`config.mk`:
```
export PLATFORM = sky130hd
export DESIGN_NAME = alu_arb_flat
export DESIGN_NICKNAME = d
export VERILOG_FILES = /design/src/rtl/alu_arb_if.sv /design/src/rtl/alu_arb.sv /design/src/flat_wrapper.sv
export SDC_FILE = /design/constraint.sdc
export NUM_CORES = 1
export LEC_CHECK = 0
export BUFFER_PORTS_ARGS = -buffer_cell sky130_fd_sc_hd__buf_2
export CAP_MARGIN = 20
export CORE_ASPECT_RATIO = 0.7
export CORE_MARGIN = 3
export CORE_UTILIZATION = 48
export CTS_CLUSTER_SIZE = 30
export DETAILED_ROUTE_END_ITERATION = 16
export GPL_TIMING_DRIVEN = 0
export PLACE_DENSITY = 0.81
export REMOVE_ABC_BUFFERS = 1
export SYNTH_ARGS = -nofsm -noshare
export SYNTH_HDL_FRONTEND = slang
export SYNTH_SLANG_ARGS = --single-unit
```
`constraint.sdc`:
```
create_clock -name ck -period 6.8 [get_ports ck]
set_clock_uncertainty 0.2 [all_clocks]
set_input_delay 0.68 -clock ck [delete_from_list [all_inputs] [get_ports ck]]
set_output_delay 0.68 -clock ck [all_outputs]
set_load 0.02 [all_outputs]
```
`src/rtl/alu_arb_if.sv`:
```
// Bus bundle between the two requesters, the shared ALU and the arbiter.
// master: requester/ALU side, slave: alu_arb.
interface alu_arb_if;
    logic       r0_valid;
    logic       r0_ready;
    logic [7:0] r0_a;
    logic [7:0] r0_b;
    logic [3:0] r0_ctr;
    logic       r1_valid;
    logic       r1_ready;
    logic [7:0] r1_a;
    logic [7:0] r1_b;
    logic [3:0] r1_ctr;
    logic [7:0] alu_a;
    logic [7:0] alu_b;
    logic [3:0] alu_ctr;
    logic [7:0] alu_o;
    logic       rsp0_valid;
    logic       rsp1_valid;
    logic [7:0] rsp_data;
    logic       rsp_err;

    modport master (
        output r0_valid, r0_a, r0_b, r0_ctr,
        output r1_valid, r1_a, r1_b, r1_ctr,
        output alu_o,
        input  r0_ready, r1_ready, alu_a, alu_b, alu_ctr,
        input  rsp0_valid, rsp1_valid, rsp_data, rsp_err
    );

    modport slave (
        input  r0_valid, r0_a, r0_b, r0_ctr,
        input  r1_valid, r1_a, r1_b, r1_ctr,
        input  alu_o,
        output r0_ready, r1_ready, alu_a, alu_b, alu_ctr,
        output rsp0_valid, rsp1_valid, rsp_data, rsp_err
    );
endinterface

```
`src/rtl/alu_arb.sv`:
```
// alu_arb: round-robin sharing of one registered 8-bit ALU between two
// requesters. Operands are registered into the ALU, a 3-stage tag pipe tracks
// in-flight ops and routes each result back to its issuer (fixed 3-cycle latency).
// Optional feature macro: ALU_ARB_ILLEGAL_CHK_EN (flags illegal op codes).
module alu_arb #(
    parameter int MAX_OUT = 2
) (
    input  logic      ck,
    input  logic      rst,
    alu_arb_if.slave  bus
);
    typedef struct packed {
        logic vld;
        logic id;
        logic err;
    } tag_t;

    localparam logic [2:0] MAX_OUT3 = 3'(MAX_OUT);

    tag_t [3:1] r_tag;
    logic [1:0] r_cnt0, r_cnt1;
    logic       r_last;
    logic [7:0] r_alu_a, r_alu_b;
    logic [3:0] r_alu_ctr;

    logic       w_rsp0, w_rsp1, w_rsp;
    logic [2:0] w_occ0, w_occ1;
    logic       w_el0, w_el1, w_g0, w_g1, w_gnt;
    logic [7:0] w_sel_a, w_sel_b;
    logic [3:0] w_sel_ctr, w_fwd_ctr;
    logic       w_illegal, w_err;

    // Responses come straight off stage 3; reset masks them so nothing in flight escapes.
    always_comb begin
        w_rsp0 = !rst && r_tag[3].vld && !r_tag[3].id;
        w_rsp1 = !rst && r_tag[3].vld &&  r_tag[3].id;
        w_rsp  = w_rsp0 | w_rsp1;
    end

    // Eligibility credits a slot retiring this cycle, so one requester with
    // MAX_OUT=3 can issue every cycle; tie goes to the one not granted last.
    always_comb begin
        w_occ0 = {1'b0, r_cnt0} - {2'b00, w_rsp0};
        w_occ1 = {1'b0, r_cnt1} - {2'b00, w_rsp1};
        w_el0  = bus.r0_valid && (w_occ0 < MAX_OUT3);
        w_el1  = bus.r1_valid && (w_occ1 < MAX_OUT3);
        w_g0   = 1'b0;
        w_g1   = 1'b0;
        if (!rst) begin
            if (w_el0 && w_el1) begin
                w_g0 = r_last;
                w_g1 = !r_last;
            end else begin
                w_g0 = w_el0;
                w_g1 = w_el1;
            end
        end
        w_gnt = w_g0 | w_g1;
    end

    // Operand mux and illegal-code screening (0010..0111 are illegal).
    always_comb begin
        w_sel_a   = w_g1 ? bus.r1_a   : bus.r0_a;
        w_sel_b   = w_g1 ? bus.r1_b   : bus.r0_b;
        w_sel_ctr = w_g1 ? bus.r1_ctr : bus.r0_ctr;
        w_illegal = !w_sel_ctr[3] && (w_sel_ctr[2:1] != 2'b00);
`ifdef ALU_ARB_ILLEGAL_CHK_EN
        w_err     = w_illegal;
        w_fwd_ctr = w_illegal ? 4'b1000 : w_sel_ctr;
`else
        w_err     = 1'b0;
        w_fwd_ctr = w_sel_ctr;
`endif
    end

    // ALU input register stage: loads on a grant, holds otherwise.
    always_ff @(posedge ck) begin
        if (rst) begin
            r_alu_a   <= 8'h00;
            r_alu_b   <= 8'h00;
            r_alu_ctr <= 4'b0000;
        end else if (w_gnt) begin
            r_alu_a   <= w_sel_a;
            r_alu_b   <= w_sel_b;
            r_alu_ctr <= w_fwd_ctr;
        end
    end

    // Tag pipe: a bubble enters when there is no grant.
    always_ff @(posedge ck) begin
        if (rst) begin
            r_tag <= '0;
        end else begin
            r_tag[1] <= '{vld: w_gnt, id: w_g1, err: w_err & w_gnt};
            r_tag[2] <= r_tag[1];
            r_tag[3] <= r_tag[2];
        end
    end

    // Outstanding counters and round-robin pointer.
    always_ff @(posedge ck) begin
        if (rst) begin
            r_cnt0 <= 2'd0;
            r_cnt1 <= 2'd0;
            r_last <= 1'b1;
        end else begin
            case ({w_g0, w_rsp0})
                2'b10:   r_cnt0 <= r_cnt0 + 2'd1;
                2'b01:   r_cnt0 <= r_cnt0 - 2'd1;
                default: r_cnt0 <= r_cnt0;
            endcase
            case ({w_g1, w_rsp1})
                2'b10:   r_cnt1 <= r_cnt1 + 2'd1;
                2'b01:   r_cnt1 <= r_cnt1 - 2'd1;
                default: r_cnt1 <= r_cnt1;
            endcase
            if (w_g0)
                r_last <= 1'b0;
            else if (w_g1)
                r_last <= 1'b1;
        end
    end

    assign bus.r0_ready   = w_g0;
    assign bus.r1_ready   = w_g1;
    assign bus.alu_a      = r_alu_a;
    assign bus.alu_b      = r_alu_b;
    assign bus.alu_ctr    = r_alu_ctr;
    assign bus.rsp0_valid = w_rsp0;
    assign bus.rsp1_valid = w_rsp1;
    assign bus.rsp_data   = (w_rsp && !r_tag[3].err) ? bus.alu_o : 8'h00;
    assign bus.rsp_err    = w_rsp && r_tag[3].err;
endmodule
```
`src/flat_wrapper.sv`:
```
// flat-port wrapper written by rule: the top's interface ports become plain ports
module alu_arb_flat 
#(
    parameter int MAX_OUT = 2
)
  (ck, rst, bus_r0_valid, bus_r0_a, bus_r0_b, bus_r0_ctr, bus_r1_valid, bus_r1_a, bus_r1_b, bus_r1_ctr, bus_alu_o, bus_r0_ready, bus_r1_ready, bus_alu_a, bus_alu_b, bus_alu_ctr, bus_rsp0_valid, bus_rsp1_valid, bus_rsp_data, bus_rsp_err);
  alu_arb_if bus_i ();
  input  logic ck;
  input  logic rst;
  input wire logic [$bits(bus_i.r0_valid)-1:0] bus_r0_valid;
  input wire logic [$bits(bus_i.r0_a)-1:0] bus_r0_a;
  input wire logic [$bits(bus_i.r0_b)-1:0] bus_r0_b;
  input wire logic [$bits(bus_i.r0_ctr)-1:0] bus_r0_ctr;
  input wire logic [$bits(bus_i.r1_valid)-1:0] bus_r1_valid;
  input wire logic [$bits(bus_i.r1_a)-1:0] bus_r1_a;
  input wire logic [$bits(bus_i.r1_b)-1:0] bus_r1_b;
  input wire logic [$bits(bus_i.r1_ctr)-1:0] bus_r1_ctr;
  input wire logic [$bits(bus_i.alu_o)-1:0] bus_alu_o;
  output wire logic [$bits(bus_i.r0_ready)-1:0] bus_r0_ready;
  output wire logic [$bits(bus_i.r1_ready)-1:0] bus_r1_ready;
  output wire logic [$bits(bus_i.alu_a)-1:0] bus_alu_a;
  output wire logic [$bits(bus_i.alu_b)-1:0] bus_alu_b;
  output wire logic [$bits(bus_i.alu_ctr)-1:0] bus_alu_ctr;
  output wire logic [$bits(bus_i.rsp0_valid)-1:0] bus_rsp0_valid;
  output wire logic [$bits(bus_i.rsp1_valid)-1:0] bus_rsp1_valid;
  output wire logic [$bits(bus_i.rsp_data)-1:0] bus_rsp_data;
  output wire logic [$bits(bus_i.rsp_err)-1:0] bus_rsp_err;
  assign bus_i.r0_valid = bus_r0_valid;
  assign bus_i.r0_a = bus_r0_a;
  assign bus_i.r0_b = bus_r0_b;
  assign bus_i.r0_ctr = bus_r0_ctr;
  assign bus_i.r1_valid = bus_r1_valid;
  assign bus_i.r1_a = bus_r1_a;
  assign bus_i.r1_b = bus_r1_b;
  assign bus_i.r1_ctr = bus_r1_ctr;
  assign bus_i.alu_o = bus_alu_o;
  assign bus_r0_ready = bus_i.r0_ready;
  assign bus_r1_ready = bus_i.r1_ready;
  assign bus_alu_a = bus_i.alu_a;
  assign bus_alu_b = bus_i.alu_b;
  assign bus_alu_ctr = bus_i.alu_ctr;
  assign bus_rsp0_valid = bus_i.rsp0_valid;
  assign bus_rsp1_valid = bus_i.rsp1_valid;
  assign bus_rsp_data = bus_i.rsp_data;
  assign bus_rsp_err = bus_i.rsp_err;
  alu_arb #(.MAX_OUT(MAX_OUT)) u_core (.ck(ck), .rst(rst), .bus(bus_i));
endmodule
```
# Word level (Yosys, flattened, before mapping)
# Cells that the tools add are included.
# Widths: inputs -> output; s select.
[totals] in_bits=52 rom_bits=0 latchBits=0 ramBits=0 out_inout_bits=33 wordCells=56 regBits=34 mem_count=0
[classes] n_div=0 order_cmp=2 add_sub_neg=6 mul=0 mux=12 eq_ne=4 reduce_logical=15 bitwise=2 shift=0
[op_table] cell="$mux 8" n=3
[op_table] cell="$logic_and 1x1->1" n=8
[op_table] cell="$pmux 2 s2" n=2
[op_table] cell="$lt 3x2->1 const B" n=2
[op_table] cell="$mux 1" n=6
[op_table] cell="$reduce_bool 2->1" n=3
[op_table] cell="$sub 2x1->3" n=2
[op_table] cell="$add 2x1->2 const B" n=2
[op_table] cell="$eq 2x1->1 const B" n=2
[op_table] cell="$eq 2x2->1 const B" n=2
[op_table] cell="$logic_not 1->1" n=4
[op_table] cell="$mux 4" n=1
[op_table] cell="$sub 2x1->2 const B" n=2
[op_table] cell="$or 1x1->1" n=2

# Logic depth before layout (Yosys ltp)
[logic_depth] word_depth=11 depth_mapped=8 mapped_depth_nobuf=8

# Worst setup path before layout
# No wires, ideal clock.
[synth_path] kind="in2out" from="input rst" to="output bus_r1_ready" stages=4 arrival_ns=1.864 path_buffers=1 path_slack_ns=4.056 required_ns=5.920 path_cell_list="or3b_4 mux2i_4 buf_6 nor2b_1"
[synth_between] elab_chain_cells=9 word_cells_on_any_way=13 cone_classes="add/sub (2); order compare (2); mux (2); reduce/logical (7)"
[synth_rtl] item="start, declared" line="flat_wrapper.sv:9" rtl="input logic rst;"
[synth_rtl] item="$logic_not 1->1" line="alu_arb.sv:35, alu_arb.sv:36"
[synth_rtl] item="$logic_and 1x1->1" line="alu_arb.sv:35, alu_arb.sv:36"
[synth_rtl] item="$logic_and 1x1->1 (on tied branches)" line="alu_arb.sv:35, alu_arb.sv:36"
[synth_rtl] item="$sub 2x1->3 (on tied branches)" line="alu_arb.sv:43, alu_arb.sv:44"
[synth_rtl] item="$lt 3x2->1 (on tied branches)" line="alu_arb.sv:45, alu_arb.sv:46"
[synth_rtl] item="$logic_and 1x1->1 (on tied branches)" line="alu_arb.sv:45, alu_arb.sv:46"
[synth_rtl] item="$logic_and 1x1->1" line="alu_arb.sv:50" rtl="if (w_el0 && w_el1) begin"
[synth_rtl] item="$mux 1" line="alu_arb.sv:50"
[synth_rtl] item="$mux 1 *" line="alu_arb.sv:49" rtl="if (!rst) begin"
[synth_rtl] item="end, declared" line="flat_wrapper.sv:20" rtl="output wire logic [$bits(bus_i.r1_ready)-1:0] bus_r1_ready;"
# Every way passes the cells marked *; elsewhere a longest branch is shown, timed or not.

# Worst setup path after layout
[layout_path] from="input rst" to="output bus_r0_ready"
[layout_between] elab_chain_cells=9 word_cells_on_any_way=13 cone_classes="add/sub (2); order compare (2); mux (2); reduce/logical (7)"
[layout_rtl] item="$logic_not 1->1" line="alu_arb.sv:35, alu_arb.sv:36"
[layout_rtl] item="$logic_and 1x1->1" line="alu_arb.sv:35, alu_arb.sv:36"
[layout_rtl] item="$logic_and 1x1->1 (on tied branches)" line="alu_arb.sv:35, alu_arb.sv:36"
[layout_rtl] item="$sub 2x1->3 (on tied branches)" line="alu_arb.sv:43, alu_arb.sv:44"
[layout_rtl] item="$lt 3x2->1 (on tied branches)" line="alu_arb.sv:45, alu_arb.sv:46"
[layout_rtl] item="$logic_and 1x1->1 (on tied branches)" line="alu_arb.sv:45, alu_arb.sv:46"
[layout_rtl] item="$logic_and 1x1->1" line="alu_arb.sv:50"
[layout_rtl] item="$mux 1" line="alu_arb.sv:50"
[layout_rtl] item="$mux 1 *" line="alu_arb.sv:49"
[layout_rtl] item="end, declared" line="flat_wrapper.sv:19" rtl="output wire logic [$bits(bus_i.r0_ready)-1:0] bus_r0_ready;"
# Marks and branches as above.

==> Implementation_results.wiki <==
{| class="wikitable"
! Metric !! Value
|-
| Global-route wire length before repair || 6000 um
|-
| Post-synth top area share || 38.1%
|-
| Post-synthesis instance area || 0.00163 mm2
|-
| Cell class contributing the biggest share of worst-path delay || buffers and inverters
|-
| Chip width || 75.6 um
|-
| Total wirelength of the detailed-routed design || 3780 um
|-
| Post-Place Cells || 270
|-
| TritonCTS buffer count || 5
|-
| Average cell area after synthesis || 10.2 um2
|-
| Initial antenna violation count || 0
|-
| Standard cell core area || 0.00319 mm2
|-
| Pre-CTS WS || 3320 ps
|-
| Buf+Inv Stages, Crit Path || 4
|-
| Max Slew Vio Count || 0
|-
| Period utilisation layout || 50.5%
|-
| Area of the die || 0.00414 mm2
|-
| CTS tree || yes
|-
| Die extent in y || 54.7 um
|-
| GR Layer Usage met2 || 31.7%
|-
| PnR worst setup slack || 3360 ps
|-
| Routed Antenna Nets || 0
|-
| Depth of the CTS H-tree || 2
|-
| Standby leakage power || 0.989 nW
|-
| Number of sinks handled by clock tree synthesis || 31
|-
| Clock Tree Buf Depth || 2
|-
| Setup repair after global routing missed its margin || no
|-
| Global route hottest layer || met2
|-
| Result of the run || complete, no violations
|-
| DRC viols || 0
|-
| Wire length per cell || 13.5 um
|-
| Synthesized netlist cell count || 159
|-
| Setup_tns || 0 ps
|-
| Post-CTS Repair Setup Buffers || 0
|-
| Number of global-route vias before repair || 1368
|-
| Detail-routed via count per cell || 5.13
|-
| Cell-by-cell trace of the critical path || buf_2, and3b_1, mux2i_2, buf_6, or2_2, inv_1, buf_2
|-
| Number of synthesized flops with an enable pin || 0
|-
| Number of violations reported at the end of detailed-routing iteration 0 || 47
|-
| Maximum frequency from static timing analysis || 291 MHz
|-
| Highest ir drop seen on vdd || 0.129 mV
|-
| Met1 global-route usage || 23.5%
|-
| Kind of path behind the tightest hold check || flop to flop
|-
| Synth unique cells || 36
|-
| Number of placement rows || 17
|-
| Commonest register cell after synthesis || sky130_fd_sc_hd__dfxtp_1
|-
| Normalized max-slew margin || 57.5%
|-
| Setup CP Type || input port to output pin
|-
| Detailed-routing iteration count for the pre-antenna-repair pass || 4
|-
| Flop and latch count out of synthesis || 31
|-
| Transition at the pin with the smallest max-transition slack || 637 ps
|-
| Sequential area share after synthesis || 38.1%
|-
| Nets || 294
|-
| Post-CTS sizing || 0
|-
| Leading cell types by count after synthesis || sky130_fd_sc_hd__dfxtp_1 (31), sky130_fd_sc_hd__mux2i_1 (22), sky130_fd_sc_hd__o31ai_1 (20), sky130_fd_sc_hd__a21oi_1 (14)
|-
| CP endpoint kind || output pin
|-
| Synthesis-to-finish area growth || 32.6%
|-
| Layout cells sized above 1 || 46.9%
|-
| Critical-path cell with the highest stage delay || sky130_fd_sc_hd__or2_2
|-
| Min Tclk post-route || 3440 ps
|-
| Number of inserted diodes || 0
|-
| Grt met3 use || 8.26%
|-
| Clock transition at path regs || 70 ps
|-
| Final number of hold-violating endpoints || 0
|-
| Setup-failing EPs final || 0
|-
| Hold bufs inserted after CTS || 0
|-
| CP max stage delay || 460 ps
|-
| Number of max-cap violations || 0
|-
| Final HPWL DP || 2790 um
|-
| Overall routing resource usage || 19.6%
|-
| Synth async-reset ratio || 0%
|-
| GPL Wtd Cong || 0.726
|-
| Remaining global-route overflow || 0
|-
| WP data required || 5920 ps
|-
| Total via count in the routed design || 1432
|-
| Critical Path Fanout Max || 22
|-
| Cell types occupying the most area after synthesis || sky130_fd_sc_hd__dfxtp_1 (38%), sky130_fd_sc_hd__mux2i_1 (14%), sky130_fd_sc_hd__o31ai_1 (9.2%)
|-
| Area leader, netlist || sky130_fd_sc_hd__dfxtp_1
|-
| Element type at the critical path start || input port
|-
| Ratio of total power to cell area || 231 mW/mm2
|-
| Leading cell type by number of instances after synthesis || sky130_fd_sc_hd__dfxtp_1
|-
| Number of placed I/O pins || 85
|-
| Final standard cell count with taps included and fillers excluded || 279
|-
| PortBufs || 83
|-
| Skew-Pair Late Insertion Delay || 280 ps
|-
| Arrival time at the worst endpoint || 2560 ps
|-
| Starting density of the core || 51.1%
|-
| Worst-case hold slack || 243 ps
|-
| Clk root buf || sky130_fd_sc_hd__clkbuf_8
|-
| CP dominant cell by count || sky130_fd_sc_hd__buf_2
|-
| Synth warn || 0
|-
| Design Power || 0.000499 W
|-
| Pin count of the biggest net entering global routing || 25
|}
-- layer usage --
metal,vias to the layer above,wire length (um)
li1,736,-
met1,638,1780
met2,54,1660
met3,4,307
met4,0,31
met5,-,0
-- final timing paths --
path | startpoint | endpoint | slack (ps) | cells past startpoint
worst max-delay path | rst | bus_r0_ready | 3360 | 7
worst min-delay path | u_core.r_tag[2] | u_core.r_tag[5] | 240 | 1
worst max register to register | u_core.r_tag[8] | u_core.r_cnt0[1] | 3740 | 7
worst min register to register | u_core.r_tag[2] | u_core.r_tag[5] | 240 | 1
-- sequential cells by signal (all words and copies together), names as in the netlist --
register,cells
u_core.r_cnt0,2
u_core.bus.alu_ctr,4
u_core.r_cnt1,2
u_core.r_tag,6
u_core.bus.alu_a,8
u_core.bus.alu_b,8
u_core.r_last,1
-- power by group --
part | switching [W] | internal, W | leakage (nW)
Clock | 0.0000672 | 0.000118 | 0.0612
Combinational | 0.0000582 | 0.0000473 | 0.672
Sequential | 0.00000985 | 0.000198 | 0.256
Total | 0.000135 | 0.000364 | 0.989
-- cells by family after synthesis --
kind of cell | after synthesis | synth area share, %
other | 1 | 0.230
muxes | 23 | 14.9
buffers and inverters | 14 | 6.99
AOI/OAI and AO/OA | 47 | 19.8
DFF | 31 | 38.1
adders and majority gates | 2 | 1.54
and+or+nand+nor | 34 | 14.7
xor gates and xnor gates | 7 | 3.76
-- layout make-up --
class / instances / area [um2]
fillers: 275 / 1030
multi-input cells: 114 / 902
flip-flops and latches: 31 / 621
repair buffers: 86 / 465
clock buffers: 6 / 82.6
well taps: 38 / 47.5
clock inverters: 2 / 35.0
inverters: 2 / 7.51
-- through the flow --
stage                     cell area [um2]  util, %
after floorplan                      1520        -
after global placement               1990     62.2
after detailed placement             2020     63.2
after CTS                            2130     66.9
after global routing                 2160     67.7
final                                2160     67.7
-- cells in the final DEF, fill, tap and decap left out, types with 2 or more instances in the layout --
master / n
sky130_fd_sc_hd__xor2_1: 2
sky130_fd_sc_hd__and2_1: 9
sky130_fd_sc_hd__buf_6: 2
sky130_fd_sc_hd__clkbuf_8: 6
sky130_fd_sc_hd__o31ai_1: 20
sky130_fd_sc_hd__ha_1: 2
sky130_fd_sc_hd__mux2i_1: 20
sky130_fd_sc_hd__nand3b_1: 3
sky130_fd_sc_hd__xnor2_1: 5
sky130_fd_sc_hd__o21ai_0: 3
sky130_fd_sc_hd__nor2_1: 2
sky130_fd_sc_hd__nor2b_1: 8
sky130_fd_sc_hd__a21oi_1: 14
sky130_fd_sc_hd__mux2i_2: 2
sky130_fd_sc_hd__dfxtp_1: 31
sky130_fd_sc_hd__a21oi_2: 9
sky130_fd_sc_hd__inv_1: 2
sky130_fd_sc_hd__buf_2: 83
Note: power is estimated with default switching activity, not from simulation.
